===== config.mk =====
export PLATFORM = sky130hd
export DESIGN_NAME = sync_fifo_param
export DESIGN_NICKNAME = d
export VERILOG_FILES = /design/src/rtl/sync_fifo_param.sv
export SDC_FILE = /design/constraint.sdc
export NUM_CORES = 1
export LEC_CHECK = 0
export ABC_CLOCK_PERIOD_IN_PS = 3300
export CORE_MARGIN = 2
export CORE_UTILIZATION = 50
export DETAILED_ROUTE_END_ITERATION = 10
export MAX_ROUTING_LAYER = met4
export PLACE_DENSITY = 0.71
export SLEW_MARGIN = 20
export SYNTH_ARGS = -nofsm -noshare
export SYNTH_HDL_FRONTEND = slang
export SYNTH_SLANG_ARGS = --single-unit

===== constraint.sdc =====
create_clock -name clk -period 3.3 [get_ports clk]
set_clock_uncertainty 0.2 [all_clocks]
set_input_delay 0.33 -clock clk [delete_from_list [all_inputs] [get_ports clk]]
set_output_delay 0.33 -clock clk [all_outputs]
set_load 0.01 [all_outputs]

===== src/rtl/sync_fifo_param.sv =====
// Parametrised single-clock FIFO with occupancy count, threshold flags, sticky
// overflow/underflow errors and an optional first-word-fall-through read port.
module sync_fifo_param #(
  parameter int DATA_W    = 8,
  parameter int DEPTH     = 16,
  parameter int AF_THRESH = DEPTH - 2,
  parameter int AE_THRESH = 2,
  parameter int FWFT      = 0,
  localparam int CW       = $clog2(DEPTH + 1)
) (
  input  logic              clk,
  input  logic              rst,
  input  logic              wr_en,
  input  logic [DATA_W-1:0] wr_data,
  input  logic              rd_en,
  output logic [DATA_W-1:0] rd_data,
  output logic              rd_valid,
  output logic              full,
  output logic              empty,
  output logic              almost_full,
  output logic              almost_empty,
  output logic [CW-1:0]     count,
  output logic              overflow,
  output logic              underflow,
  input  logic              clr_err
);

  localparam int PW = $clog2(DEPTH);

  logic [DATA_W-1:0] mem [DEPTH];
  logic [PW-1:0]     wr_ptr_reg;
  logic [PW-1:0]     rd_ptr_reg;
  logic [CW-1:0]     count_reg;
  logic              overflow_reg;
  logic              underflow_reg;
  logic              wr_acc;
  logic              rd_acc;

  // DEPTH need not be a power of two, so wrap is an explicit compare.
  function automatic logic [PW-1:0] ptr_inc(input logic [PW-1:0] p);
    return (p == PW'(DEPTH - 1)) ? '0 : p + PW'(1);
  endfunction

  // Flags depend only on the registered count.
  assign full         = (count_reg == CW'(DEPTH));
  assign empty        = (count_reg == '0);
  assign almost_full  = (count_reg >= CW'(AF_THRESH));
  assign almost_empty = (count_reg <= CW'(AE_THRESH));
  assign count        = count_reg;
  assign overflow     = overflow_reg;
  assign underflow    = underflow_reg;

  assign wr_acc = wr_en && !full;
  assign rd_acc = rd_en && !empty;

  always_ff @(posedge clk) begin
    if (rst) begin
      wr_ptr_reg    <= '0;
      rd_ptr_reg    <= '0;
      count_reg     <= '0;
      overflow_reg  <= 1'b0;
      underflow_reg <= 1'b0;
    end else begin
      if (wr_acc) wr_ptr_reg <= ptr_inc(wr_ptr_reg);
      if (rd_acc) rd_ptr_reg <= ptr_inc(rd_ptr_reg);
      case ({wr_acc, rd_acc})
        2'b10:   count_reg <= count_reg + CW'(1);
        2'b01:   count_reg <= count_reg - CW'(1);
        default: count_reg <= count_reg;
      endcase
      // A new error in the same cycle as clr_err keeps the flag set.
      overflow_reg  <= (overflow_reg  && !clr_err) || (wr_en && full);
      underflow_reg <= (underflow_reg && !clr_err) || (rd_en && empty);
    end
  end

  // Storage has no reset so it maps onto distributed RAM.
  always_ff @(posedge clk) begin
    if (!rst && wr_acc) mem[wr_ptr_reg] <= wr_data;
  end

  generate
    if (FWFT != 0) begin : g_fwft
      // Head entry is always presented; masked to zero while empty.
      assign rd_data  = empty ? '0 : mem[rd_ptr_reg];
      assign rd_valid = !empty;
    end else begin : g_std
      logic [DATA_W-1:0] rd_data_reg;
      logic              rd_valid_reg;

      always_ff @(posedge clk) begin
        if (rst) begin
          rd_data_reg  <= '0;
          rd_valid_reg <= 1'b0;
        end else begin
          rd_valid_reg <= rd_acc;
          if (rd_acc) rd_data_reg <= mem[rd_ptr_reg];
        end
      end

      assign rd_data  = rd_data_reg;
      assign rd_valid = rd_valid_reg;
    end
  endgenerate

endmodule


==> impl_metrics.env <==
export IMPL_hpwl_um=7400
export IMPL_clock_sinks=152
export IMPL_synth_common_cells="edfxtp_1 (128), nor2_1 (44), mux2i_1 (25)"
export IMPL_cp_required_ns=3.41
export IMPL_start_util_pct=51.3
export IMPL_async_reset_ff_share_pct=0
export IMPL_reg2reg_from="count[2]"
export IMPL_finalWeightedCongestion=0.824
export IMPL_track_usage_pct=20.1
export IMPL_synth_top_area_cell="edfxtp_1"
export IMPL_drc=0
export IMPL_core_um2=12000
export IMPL_top_usage_layer="met2"
export IMPL_drt_pass1_iterations=4
export IMPL_cp_start_kind="flop"
export IMPL_placed_area_um2=6720
export IMPL_rsz0062_at_grt="false"
export IMPL_first_iter_violations=360
export IMPL_ys_seq_elements=152
export IMPL_run_status="complete, no violations"
export IMPL_hold_class="flop to flop"
export IMPL_synth_top_cell_area_share_pct=62.4
export IMPL_grt_pass1_wl_um=18500
export IMPL_worstHoldStart="rd_data[6]"
export IMPL_period_minus_slack_ns=3.08
export IMPL_wl_per_cell_um=19.8
export IMPL_fin_area_um2=7290
export IMPL_critPathLaunch="count[2]"
export IMPL_rows=40
export IMPL_drive_gt1_share_pct=20.7
export IMPL_root_buffer="clkbuf_16"
export IMPL_clk_latency_ns=0.41
export IMPL_num_vias=3318
export IMPL_yosysUniqueCellTypes=41
export IMPL_max_freq_mhz=325
export IMPL_synth_yosys_seq_area_share_pct=70.2
export IMPL_io_pins=33
export IMPL_die_w_um=115
export IMPL_worstPathMaxFanout=7
export IMPL_maxCapViolCount=0
export IMPL_yosys_warnings=0
export IMPL_htree_levels=4
export IMPL_port_buffers=32
export IMPL_syn_area_per_cell_um2=16.6
export IMPL_slew_headroom_pct=50.6
export IMPL_totalWireLength_um=11600
export IMPL_power_leakage_uw=0.00237
export IMPL_ir_drop_uv=459
export IMPL_cp_arrival_ns=3.19
export IMPL_critPathKind="flop to flop"
export IMPL_finalSetupViolCount=0
export IMPL_maxSlewViolCount=0
export IMPL_fin_crit_sh_pct=93.4
export IMPL_end_kind="flop"
export IMPL_hold_depth=2
export IMPL_worst_pin_slew_ns=0.739
export IMPL_synth_ff_type="edfxtp_1"
export IMPL_cts_buffers=17
export IMPL_synthesis_area_um2=6160
export IMPL_grt_pass1_vias=3303
export IMPL_dieArea_um2=13200
export IMPL_finalHoldViolations=0
export IMPL_antenna_found_initial=0
export IMPL_via_per_inst=5.65
export IMPL_clk_pin_slew_ns=0.07
export IMPL_grt_use_met3_pct=5.22
export IMPL_fillers=882
export IMPL_antenna_cells=0
export IMPL_nets=450
export IMPL_largest_register_ffs=128
export IMPL_ant_nets=0
export IMPL_syn_inst=371
export IMPL_cts_tree="yes"
export IMPL_syn_num_nets=394
export IMPL_synth_most_common_cell="edfxtp_1"
export IMPL_whs_ns=0.298
export IMPL_cts_buffer_depth=2
export IMPL_ff2ff_path_depth=10
export IMPL_synth_area_top_cells="edfxtp_1 (62%), mux4_2 (8.8%), dfxtp_1 (7.8%), mux2i_1 (4.1%), nor2_1 (2.7%)"
export IMPL_grt_max_degree=31
export IMPL_synth_edf_count=128
export IMPL_grt_overflow_total=0
export IMPL_grt_use_met2_pct=32.4
export IMPL_die_y_um=115
export IMPL_syn2layout_area_growth_pct=18.3
export IMPL_fin_setup_tns_ns=0
export IMPL_grt_util_met1_pct=25.5
export IMPL_power_density_nw_per_um2=738
export IMPL_cts_hold_buf=0
critical path, stage by stage (launching register included):
cell and delay (ns):
dfxtp_1 0.37, or4_4 0.53, o21ai_4 0.21, inv_2 0.06, ha_1 0.23, ha_1 0.32, nor2b_1 0.15, o21ai_1 0.16
a21oi_1 0.09, or3b_1 0.36, mux2_2 0.27
placed cells by master (no fill, tap or decap), types with 7 or more instances in the layout:
cell	Yosys	routed
edfxtp_1	128	128
nor2_1	44	44
clkdlybuf4s50_1	0	32
buf_4	4	26
mux2i_1	25	25
mux4_2	24	24
dfxtp_1	24	23
clkbuf_16	0	17
nand2_1	13	13
a21oi_1	10	10
inv_1	9	9
nor3_1	9	9
ha_1	9	9
o22ai_1	8	8
a311oi_1	8	8
a211oi_1	7	7
path summary, 6_finish.rpt:
check               endpoint  slack, ns
setup / recovery    count[4]       0.22
hold reg to reg   rd_data[6]       0.30
setup reg to reg    count[4]       0.22
hold / removal    rd_data[6]       0.30
through the flow:
step / cells / setup slack, ns / util, % / power, µW
global placement: 555 / 0.237 / 56.0 / 3550
detailed placement: 555 / 0.159 / 56.0 / 3590
global route: 587 / 0.0721 / 60.7 / 5640
floorplan: 371 / 0.126 / - / 3150
finish: 587 / 0.219 / 60.7 / 5380
CTS: 587 / 0.161 / 60.7 / 5430
what timing repair did:
item                       4_1_cts  5_1_grt
resized for setup                0        1
buffers inserted                 0        0
setup endpoints to repair        0        1
area by class of cell:
cell class | instances | area (µm²) | share of cell area [%]
clock buffer | 17 | 425 | 5.84
clock inverter | 15 | 143 | 1.96
inverter | 10 | 37.5 | 0.515
multi-input combinational | 188 | 1660 | 22.8
sequential | 152 | 4330 | 59.3
tap | 147 | 184 | 2.52
timing repair buffer | 58 | 515 | 7.07
logic make-up (layout without fill, tap and decap cells):
logic type	Yosys count	after routing	synth area share [%]
AOI/OAI and AO/OA	44	44	5.46
adders and majority gates	10	10	2.15
DFF	152	152	70.2
and+or+nand+nor	80	80	5.72
muxes	50	50	13.0
xor gates and xnor gates	4	4	0.569
buffers and inverters	31	100	2.92
power by group:
| group | leakage (µW) | switching (µW) | internal, µW |
|---|---|---|---|
| sequential | 0.00135 | 92.9 | 2200 |
| combinational | 0.000754 | 624 | 622 |
| clock | 0.000271 | 789 | 1050 |
| total | 0.00237 | 1510 | 3870 |
layer usage:
layer  vias to the layer above  part of all wire [%]
met3                         7                   4.0
met2                        85                    51
met1                      1668                    44
met5                         -                     0
li1                       1558                     -
met4                         0                  0.72
No activity file was read; power rests on OpenSTA's default activity.
